[src/rtl/rf_wb_pkg.sv]
// Shared constants and entry type for the register-file writeback controller.
package rf_wb_pkg;

    localparam logic [4:0]  REG_RA      = 5'd31;
    localparam logic [4:0]  REG_ZERO    = 5'd0;
    localparam logic [31:0] LINK_OFFSET = 32'd4;

    typedef struct packed {
        logic [4:0]  addr;
        logic [31:0] data;
    } rf_wb_entry_t;

    function automatic logic [31:0] onehot_reg(input logic [4:0] a);
        return 32'd1 << a;
    endfunction

endpackage

[src/rtl/rf_wb_fifo.sv]
// Circular FIFO of long-latency writeback entries; exposes per-slot valid and address
// so the top can build the pending-register mask.
module rf_wb_fifo
    import rf_wb_pkg::*;
#(
    parameter int DEPTH = 4
) (
    input  logic                       clk,
    input  logic                       rst,
    input  logic                       push_i,
    input  rf_wb_entry_t               push_entry_i,
    input  logic                       pop_i,
    output rf_wb_entry_t               head_o,
    output logic [$clog2(DEPTH):0]     count_o,
    output logic [DEPTH-1:0]           valid_o,
    output logic [DEPTH-1:0][4:0]      addr_o
);
    localparam int AW = $clog2(DEPTH);
    localparam int CW = AW + 1;

    rf_wb_entry_t     mem_q [DEPTH];
    logic [AW-1:0]    wr_ptr_q, wr_ptr_d;
    logic [AW-1:0]    rd_ptr_q, rd_ptr_d;
    logic [CW-1:0]    count_q, count_d;
    logic [DEPTH-1:0] valid_q, valid_d;
    logic             do_push_s, do_pop_s;

    assign do_push_s = push_i && (count_q < CW'(DEPTH));
    assign do_pop_s  = pop_i && (count_q != CW'(0));

    always_comb begin
        wr_ptr_d = wr_ptr_q;
        rd_ptr_d = rd_ptr_q;
        valid_d  = valid_q;
        if (do_pop_s) begin
            valid_d[rd_ptr_q] = 1'b0;
            rd_ptr_d          = rd_ptr_q + AW'(1);
        end else begin
            rd_ptr_d = rd_ptr_q;
        end
        if (do_push_s) begin
            valid_d[wr_ptr_q] = 1'b1;
            wr_ptr_d          = wr_ptr_q + AW'(1);
        end else begin
            wr_ptr_d = wr_ptr_q;
        end
        count_d = count_q + CW'(do_push_s) - CW'(do_pop_s);
    end

    always_ff @(posedge clk) begin
        if (rst) begin
            wr_ptr_q <= AW'(0);
            rd_ptr_q <= AW'(0);
            count_q  <= CW'(0);
            valid_q  <= {DEPTH{1'b0}};
        end else begin
            wr_ptr_q <= wr_ptr_d;
            rd_ptr_q <= rd_ptr_d;
            count_q  <= count_d;
            valid_q  <= valid_d;
        end
    end

    // Payload storage needs no reset: slot contents are only observed while valid.
    always_ff @(posedge clk) begin
        if (do_push_s) begin
            mem_q[wr_ptr_q] <= push_entry_i;
        end
    end

    always_comb begin
        for (int i = 0; i < DEPTH; i++) begin
            addr_o[i] = mem_q[i].addr;
        end
    end

    assign head_o  = mem_q[rd_ptr_q];
    assign count_o = count_q;
    assign valid_o = valid_q;

endmodule

[src/rtl/rf_writeback_ctrl.sv]
// Register-file write-port arbiter merging in-order writebacks with queued long-latency results.
// Optional perf counters are enabled by defining RF_WB_PERF_EN.
module rf_writeback_ctrl
    import rf_wb_pkg::*;
#(
    parameter int DEPTH = 4
) (
    input  logic        clk,
    input  logic        rst,
    input  logic        wb_valid,
    input  logic [4:0]  wb_addr,
    input  logic [31:0] wb_data,
    input  logic [31:0] wb_pc,
    input  logic        wb_jal,
    output logic        wb_stall,
    input  logic        lu_valid,
    output logic        lu_ready,
    input  logic [4:0]  lu_addr,
    input  logic [31:0] lu_data,
    output logic        rf_wen,
    output logic [4:0]  rf_addr_w,
    output logic [31:0] rf_data_w,
    output logic [31:0] pending_mask
`ifdef RF_WB_PERF_EN
    ,
    output logic [31:0] perf_lu_writes,
    output logic [31:0] perf_stall_cycles
`endif
);
    localparam int CW = $clog2(DEPTH) + 1;

    rf_wb_entry_t          wb_entry_s, lu_entry_s, head_s;
    logic [CW-1:0]         count_s;
    logic [DEPTH-1:0]      fifo_valid_s;
    logic [DEPTH-1:0][4:0] fifo_addr_s;
    logic                  full_s, wb_acc_s, lu_push_s, pop_s;
    logic                  rf_wen_q, rf_wen_d;
    logic [4:0]            rf_addr_q, rf_addr_d;
    logic [31:0]           rf_data_q, rf_data_d;
    logic [31:0]           mask_s;

    assign full_s    = (count_s == CW'(DEPTH));
    assign wb_acc_s  = wb_valid && !full_s;
    assign lu_push_s = lu_valid && !full_s;
    // A full FIFO always drains, otherwise the pipeline has priority.
    assign pop_s     = full_s || (!wb_acc_s && (count_s != CW'(0)));

    assign wb_entry_s.addr = wb_jal ? REG_RA : wb_addr;
    assign wb_entry_s.data = wb_jal ? (wb_pc + LINK_OFFSET) : wb_data;
    assign lu_entry_s.addr = lu_addr;
    assign lu_entry_s.data = lu_data;

    rf_wb_fifo #(.DEPTH(DEPTH)) u_fifo (
        .clk          (clk),
        .rst          (rst),
        .push_i       (lu_push_s),
        .push_entry_i (lu_entry_s),
        .pop_i        (pop_s),
        .head_o       (head_s),
        .count_o      (count_s),
        .valid_o      (fifo_valid_s),
        .addr_o       (fifo_addr_s)
    );

    always_comb begin
        if (wb_acc_s) begin
            rf_wen_d  = (wb_entry_s.addr != REG_ZERO);
            rf_addr_d = wb_entry_s.addr;
            rf_data_d = wb_entry_s.data;
        end else if (pop_s) begin
            rf_wen_d  = (head_s.addr != REG_ZERO);
            rf_addr_d = head_s.addr;
            rf_data_d = head_s.data;
        end else begin
            rf_wen_d  = 1'b0;
            rf_addr_d = rf_addr_q;
            rf_data_d = rf_data_q;
        end
    end

    always_ff @(posedge clk) begin
        if (rst) begin
            rf_wen_q  <= 1'b0;
            rf_addr_q <= 5'd0;
            rf_data_q <= 32'd0;
        end else begin
            rf_wen_q  <= rf_wen_d;
            rf_addr_q <= rf_addr_d;
            rf_data_q <= rf_data_d;
        end
    end

    always_comb begin
        mask_s = 32'd0;
        for (int i = 0; i < DEPTH; i++) begin
            mask_s = mask_s | (fifo_valid_s[i] ? onehot_reg(fifo_addr_s[i]) : 32'd0);
        end
        mask_s[0] = 1'b0;
    end

`ifdef RF_WB_PERF_EN
    logic [31:0] perf_lu_q, perf_stall_q;

    // Saturating event counters.
    always_ff @(posedge clk) begin
        if (rst) begin
            perf_lu_q    <= 32'd0;
            perf_stall_q <= 32'd0;
        end else begin
            if (pop_s && (perf_lu_q != 32'hFFFF_FFFF)) begin
                perf_lu_q <= perf_lu_q + 32'd1;
            end else begin
                perf_lu_q <= perf_lu_q;
            end
            if (full_s && wb_valid && (perf_stall_q != 32'hFFFF_FFFF)) begin
                perf_stall_q <= perf_stall_q + 32'd1;
            end else begin
                perf_stall_q <= perf_stall_q;
            end
        end
    end

    assign perf_lu_writes    = perf_lu_q;
    assign perf_stall_cycles = perf_stall_q;
`endif

    assign wb_stall     = full_s;
    assign lu_ready     = !full_s;
    assign rf_wen       = rf_wen_q;
    assign rf_addr_w    = rf_addr_q;
    assign rf_data_w    = rf_data_q;
    assign pending_mask = mask_s;

endmodule

[config.mk]
export PLATFORM = sky130hd
export DESIGN_NAME = rf_writeback_ctrl
export DESIGN_NICKNAME = d
export VERILOG_FILES = /design/src/rtl/rf_wb_pkg.sv /design/src/rtl/rf_wb_fifo.sv /design/src/rtl/rf_writeback_ctrl.sv
export SDC_FILE = /design/constraint.sdc
export NUM_CORES = 1
export LEC_CHECK = 0
export BUFFER_PORTS_ARGS = -buffer_cell sky130_fd_sc_hd__buf_2
export CAP_MARGIN = 20
export CELL_PAD_IN_SITES_DETAIL_PLACEMENT = 1
export CELL_PAD_IN_SITES_GLOBAL_PLACEMENT = 2
export CORE_MARGIN = 4
export CORE_UTILIZATION = 40
export DETAILED_ROUTE_END_ITERATION = 6
export MAX_ROUTING_LAYER = met4
export PLACE_DENSITY = 0.84
export SYNTH_ARGS = -nofsm -noshare
export SYNTH_HDL_FRONTEND = slang
export SYNTH_SLANG_ARGS = --single-unit
export TNS_END_PERCENT = 5
[constraint.sdc]
create_clock -name clk -period 8.2 [get_ports clk]
set_input_delay 2.46 -clock clk [delete_from_list [all_inputs] [get_ports clk]]
set_output_delay 2.46 -clock clk [all_outputs]
set_load 0.05 [all_outputs]
Word level (Yosys, flattened, before mapping)
Memory sizes are Yosys's and may differ from the RTL's. A register that Yosys moved wholly into a read port is not among the register bits.
Cells that the tools add are included.
{"block": "word_totals", "ramBits": 148, "in_bits": 111, "register_bits": 49, "n_memories": 1, "out_inout_bits": 72}
{"name": "u_fifo.mem_q", "depth": 4, "width": 37, "read_ports": 5, "rd_clocked_by_memory_dff": 1, "write_ports": 1, "line": "rf_wb_fifo.sv:21", "text": "rf_wb_entry_t mem_q [DEPTH];"}
{"block": "classes", "eq_ne": 1, "shift": 4, "n_reduce_logical": 14, "n_bitwise": 6, "addsub": 5, "magnitude_cmp": 5, "mux": 22}
{"cell": "2-to-1 mux 32 bit", "count": 7}
{"cell": "left shift 1 x 5 -> 32 bit, first input constant", "count": 4}
{"cell": "bitwise OR 32 bit", "count": 3}
{"cell": "adder 32 x 3 -> 32 bit, second input constant", "count": 1}
{"cell": "2-to-1 mux 5 bit", "count": 3}
{"cell": "nonzero test 5 bit", "count": 2}
{"cell": "2-to-1 mux 4 bit", "count": 2}
{"cell": "logical AND 1 bit", "count": 7}
{"cell": "less-than comparator 2 x 3 -> 1 bit, second input constant", "count": 2}
{"cell": "2-to-1 mux 1 bit", "count": 6}
{"cell": "adder 2 x 1 -> 2 bit, second input constant", "count": 2}
{"cell": "AND 4 bit", "count": 1}
{"cell": "demux 1 bit (select 2 bit)", "count": 2}
{"cell": ">= comparator 2 x 1 -> 1 bit, second input constant", "count": 2}
{"cell": "2-to-1 mux 2 bit", "count": 2}
{"cell": "inverter 4 bit", "count": 1}
{"cell": "bitwise OR 4 bit", "count": 1}
{"cell": "adder 3 x 1 -> 3 bit", "count": 1}
{"cell": "equality test 3 bit, second input constant", "count": 1}
{"cell": "less-than comparator 3 bit, second input constant", "count": 1}
{"cell": "nonzero test 3 bit", "count": 1}
{"cell": "subtractor 3 x 1 -> 3 bit", "count": 1}
{"cell": "zero test 1 bit", "count": 2}
{"cell": "nonzero test 2 bit", "count": 1}
{"cell": "logical OR 1 bit", "count": 1}

Depth between registers and ports, before layout
{"block": "depth", "word_depth": 10, "mapped_depth": 11, "depth_no_buf": 9}

Cells and area by module
From an unflattened synthesis, not the netlist that was laid out.
{"block": "unflattened", "cells_unflattened": 793, "hier_area_um2": 9829.4}
{"module": "rf_wb_fifo", "area_per_inst_um2": 6184.7, "seq_area_each_um2": 4704.5, "instances": 1, "cells_per_inst": 283}
{"module": "rf_writeback_ctrl", "area_per_inst_um2": 3644.7, "seq_area_each_um2": 760.7, "instances": 1, "cells_per_inst": 510}

Worst setup path after synthesis
OpenSTA, ideal clock, no wires.
{"block": "synth_timing", "path_type": "reg-to-output", "start": "memory u_fifo.mem_q[2][34] in the netlist's numbering", "end": "output port pending_mask[18]", "arrival_time_ns": 1.901, "slack_ns": 3.839, "stages_incl_launch_ff": 4, "n_path_buf": 1, "cell_sequence": "edfxtp_1 -> clkbuf_1 -> or3b_2 -> o221ai_1"}
{"element": "start, declared", "line": "rf_wb_fifo.sv:21"}
{"element": "end, declared", "line": "rf_writeback_ctrl.sv:23", "text": "output logic [31:0] pending_mask"}

==> flow_summary.rst <==
.. list-table::
   :header-rows: 1

   * - Metric
     - Value
   * - Outcome
     - completed
   * - Final Hold Violating Endpoints
     - 0
   * - Capturing instance or port of the critical path
     - pending_mask[16]
   * - Effective utilization at floorplan
     - 40.4%
   * - Power consumption
     - 3.25 mW
   * - Hold buffer count at cts
     - 0
   * - Largest buffer count on any clock path
     - 2
   * - Most instantiated flip-flop cell in the synthesis netlist
     - sky130_fd_sc_hd__edfxtp_1
   * - Depth of the worst register-to-register path
     - 7
   * - Total number of nets in the final design
     - a little over 1000
   * - Kind of end point of the critical path
     - primary output
   * - Highest achievable clock rate
     - 0.207 GHz
   * - GRT Util Overall
     - 22.6%
   * - Remaining antenna violation count after routing
     - 0
   * - Area growth from synthesis to layout
     - 19.4%
   * - 1st-iter DRT viols
     - a little under 600
   * - Share of final-layout standard cells stronger than drive strength 1
     - a little under a third
   * - Worst slack after detailed placement
     - 3.28 ns
   * - Average size of a mapped cell
     - 12.8 µm²
   * - CP Launch Point
     - u_fifo.mem_q[2][35]$_DFFE_PP_
   * - Max-slew violation count
     - 0
   * - Chip Height
     - 162 µm
   * - Maximum number of pins on one net before global-route repair
     - 54
   * - Met1 GRT Util
     - about a third
   * - Routed vias/inst
     - 5.78
   * - Global-route met2 utilization
     - 34.4%
   * - Register clock-pin slew on the reported worst setup and hold paths
     - 0.08 ns
   * - Final setup viols
     - 0
   * - Worst Setup Slack, final
     - 3.36 ns
   * - Worst Tran Pin Value
     - 1.06 ns
   * - Number of filler cells placed in the layout
     - approximately 2500
   * - Total area of multi-input combinational cells
     - 3770 µm²
   * - Reg area
     - 5470 µm²
   * - Required arrival time at the worst endpoint
     - 5.74 ns
   * - Arrival time of data at the critical path endpoint
     - ~2.4 ns
   * - Number of global-route vias before repair
     - 7342
   * - Kind of critical path
     - register to primary output
   * - Post-DR wirelength/cell
     - approximately 23 µm
   * - Clock root cell
     - sky130_fd_sc_hd__clkbuf_16
   * - Async S/R FF share, synth
     - 0%
   * - Path class of the lowest-slack min-delay path
     - register to register
   * - Period utilization
     - 59.0%
   * - Hold Crit Depth
     - 2
   * - Synth Instances
     - ~740
   * - Count of input and output buffers
     - 181
   * - Power density over the cells
     - approximately 290 nW/µm²
   * - Number of search-and-repair iterations in the first detailed-routing pass
     - 5
   * - Initial antenna violation count
     - 5
   * - Total grt overflow
     - 0
   * - Reg-to-Reg Start
     - u_fifo.count_o[2]$_SDFF_PP0_
   * - Count of different cell masters after synthesis
     - 61
   * - Setup_tns
     - 0 ns
   * - Via total after detailed routing
     - 7204
   * - I/O pins
     - 183
   * - Post-CTS Setup Inserts
     - 0
   * - Worst IR drop on VDD
     - 0.000132 V
   * - Setup slack, reg-to-reg
     - a little over 5 ns
   * - Layer with the highest usage
     - met2
   * - Fraction of the yosys area taken by sequential cells
     - 57.8%
   * - Latest clock arrival within the worst-skew pair
     - 0.44 ns
   * - H-tree depth
     - 4
   * - Number of enable flip-flop cells after synthesis
     - 148
   * - Floorplan die width
     - 162 µm
   * - Launching element type of the critical path
     - register
   * - Net count after synthesis
     - 863
   * - Maximum fanout count along the critical path
     - 8
   * - MaxCap Viol Count
     - 0
   * - Overall routed net length
     - 29200 µm
   * - Slew headroom
     - between 20% and 30%
   * - TritonCTS sink count
     - 199
   * - Hold WS
     - ~0.48 ns
   * - Number of rows in the core area
     - 56
   * - Final Wtd Congestion
     - 0.843
   * - Final worst path period need
     - 4.84 ns
   * - Leakage
     - 4.08 nW
   * - Setup clock skew after layout
     - 0.0152 ns
   * - Met3 Track Usage GR
     - 4.03%
   * - Flops & latches, synth
     - 199
   * - Number of CTS-inserted buffers
     - 17
   * - Global-route wire length before repair
     - 44300 µm
   * - Resized Gates After CTS
     - 0
   * - Critical register-to-register path endpoint
     - u_fifo.count_o[2]$_SDFF_PP0_
   * - # DRC
     - 0
   * - TritonCTS clock tree
     - done
   * - Core area
     - about 23000 µm²
   * - Detail Placement HPWL
     - 20800 µm
   * - Unrepaired setup endpoints after global routing
     - false
   * - Post-synthesis cell area
     - 9460 µm²
   * - Die Area
     - 26200 µm²
   * - Ys Warns
     - 0
   * - Final core utilization
     - 48.3%
[cell type report]
| cell class | instances | share of cell area [%] |
|---|---|---|
| Clock inverter | 15 | 1.77 |
| Timing Repair Buffer | 190 | 8.62 |
| Tap cell | 319 | 3.53 |
| Multi-Input combinational cell | 491 | 33.4 |
| Inverter | 10 | 0.332 |
| Clock buffer | 17 | 3.77 |
| Antenna cell | 6 | 0.133 |
| Sequential cell | 199 | 48.4 |
[worst max-delay path, stage by stage, from the launching register on]
cell and delay (ns):
sky130_fd_sc_hd__edfxtp_1 0.49, sky130_fd_sc_hd__nand3b_1 0.44, sky130_fd_sc_hd__or4_1 0.50, sky130_fd_sc_hd__o21ai_0 0.08
sky130_fd_sc_hd__a221o_1 0.15, sky130_fd_sc_hd__buf_2 0.27
[cell usage in the layout, fill, tap and decap left out, drive strengths merged, types with 19 or more instances in the layout]
| cell | netlist | final |
|---|---|---|
| o221ai | 21 | 21 |
| nor2 | 78 | 78 |
| a22oi | 19 | 19 |
| buf | 16 | 190 |
| nand2 | 54 | 54 |
| edfxtp | 148 | 148 |
| a21oi | 25 | 25 |
| nand3 | 22 | 22 |
| mux4 | 37 | 37 |
| dfxtp | 51 | 51 |
[power by group]
part,total (mW),internal [mW],switching [mW],leakage [nW]
Combinational,1.01,0.356,0.658,2.02
Sequential,1.37,1.24,0.132,1.78
Clock,0.868,0.443,0.425,0.289
[how the worst min path moves through the flow]
stage	start	slack, ns	end
2_1_floorplan	u_fifo.rd_ptr_q[1]$_SDFFE_PP0P_	0.49	register
3_3_place_gp	rf_data_w[0]$_SDFFE_PP0P_	0.44	rf_data_w[0]$_SDFFE_PP0P_
3_5_place_dp	rf_data_w[0]$_SDFFE_PP0P_	0.47	rf_data_w[0]$_SDFFE_PP0P_
4_1_cts	rf_data_w[0]$_SDFFE_PP0P_	0.48	rf_data_w[0]$_SDFFE_PP0P_
5_1_grt	rf_data_w[0]$_SDFFE_PP0P_	0.51	rf_data_w[0]$_SDFFE_PP0P_
6_report	rf_data_w[0]$_SDFFE_PP0P_	0.48	rf_data_w[0]$_SDFFE_PP0P_
[stage by stage]
| stage | cell area (µm²) | std cells |
|---|---|---|
| global placement | 10700 | 1209 |
| finish | 11300 | 1247 |
| CTS | 11300 | 1241 |
| floorplan | 9460 | 741 |
| detailed placement | 10700 | 1209 |
| global route | 11300 | 1246 |
[routing by layer]
metal  part of all wire (%)  routed length (µm)
met1                     46               13500
met2                     47               13600
met3                    5.5                1610
met4                    1.4                 421
met5                      0                   0
[registers in the layout, summed over array words and instances, names as in the netlist, named ones only]
register	flops
rf_addr_w	5
rf_data_w	32
rf_wen	1
u_fifo.count_o	3
u_fifo.mem_q	148
u_fifo.rd_ptr_q	2
u_fifo.valid_o	4
u_fifo.wr_ptr_q	2
[cells in the mapped netlist, types with 4 or more instances]
cell,number,area [µm²]
sky130_fd_sc_hd__a31oi_1,10,62.6
sky130_fd_sc_hd__o21ai_0,9,45.0
sky130_fd_sc_hd__nor2b_1,6,37.5
sky130_fd_sc_hd__nand2_1,52,195
sky130_fd_sc_hd__a41oi_1,4,35.0
sky130_fd_sc_hd__mux4_2,37,833
sky130_fd_sc_hd__nor4_1,5,31.3
sky130_fd_sc_hd__inv_1,9,33.8
sky130_fd_sc_hd__or2_2,4,25.0
sky130_fd_sc_hd__nand3_1,22,110
sky130_fd_sc_hd__o221ai_1,21,184
sky130_fd_sc_hd__or3b_2,8,70.1
sky130_fd_sc_hd__buf_2,9,45.0
sky130_fd_sc_hd__and2_1,6,37.5
sky130_fd_sc_hd__dfxtp_1,51,1020
sky130_fd_sc_hd__nand3b_1,10,75.1
sky130_fd_sc_hd__or4_1,4,30.0
sky130_fd_sc_hd__nor2_1,78,293
sky130_fd_sc_hd__clkbuf_1,25,93.8
sky130_fd_sc_hd__nand4_1,7,43.8
sky130_fd_sc_hd__nor3b_1,11,82.6
sky130_fd_sc_hd__o22ai_1,12,75.1
sky130_fd_sc_hd__ha_1,10,125
sky130_fd_sc_hd__o211ai_1,5,37.5
sky130_fd_sc_hd__edfxtp_1,148,4440
sky130_fd_sc_hd__xnor2_1,14,123
sky130_fd_sc_hd__o21ai_1,5,25.0
sky130_fd_sc_hd__a221o_1,17,170
sky130_fd_sc_hd__xor2_1,15,131
sky130_fd_sc_hd__a211oi_1,7,52.6
sky130_fd_sc_hd__nor3_1,10,50.1
sky130_fd_sc_hd__a22oi_1,19,143
sky130_fd_sc_hd__mux2i_1,8,80.1
sky130_fd_sc_hd__and3b_1,7,61.3
sky130_fd_sc_hd__and3_1,9,56.3
sky130_fd_sc_hd__a21oi_1,25,125
[cells by family (layout without fill, tap and decap cells)]
| family | after synthesis | after routing | share of synthesized area [%] |
|---|---|---|---|
| AOI/OAI and AO/OA | 152 | 152 | 11.9 |
| buffers and inverters | 51 | 232 | 2.50 |
| muxes | 45 | 45 | 9.65 |
| adders and majority gates | 11 | 11 | 1.53 |
| other | 1 | 7 | 0.0396 |
| DFF | 199 | 199 | 57.8 |
| and+or+nand+nor | 253 | 253 | 13.9 |
| xor gates and xnor gates | 29 | 29 | 2.68 |
Note: power is estimated with default switching activity, not from simulation.
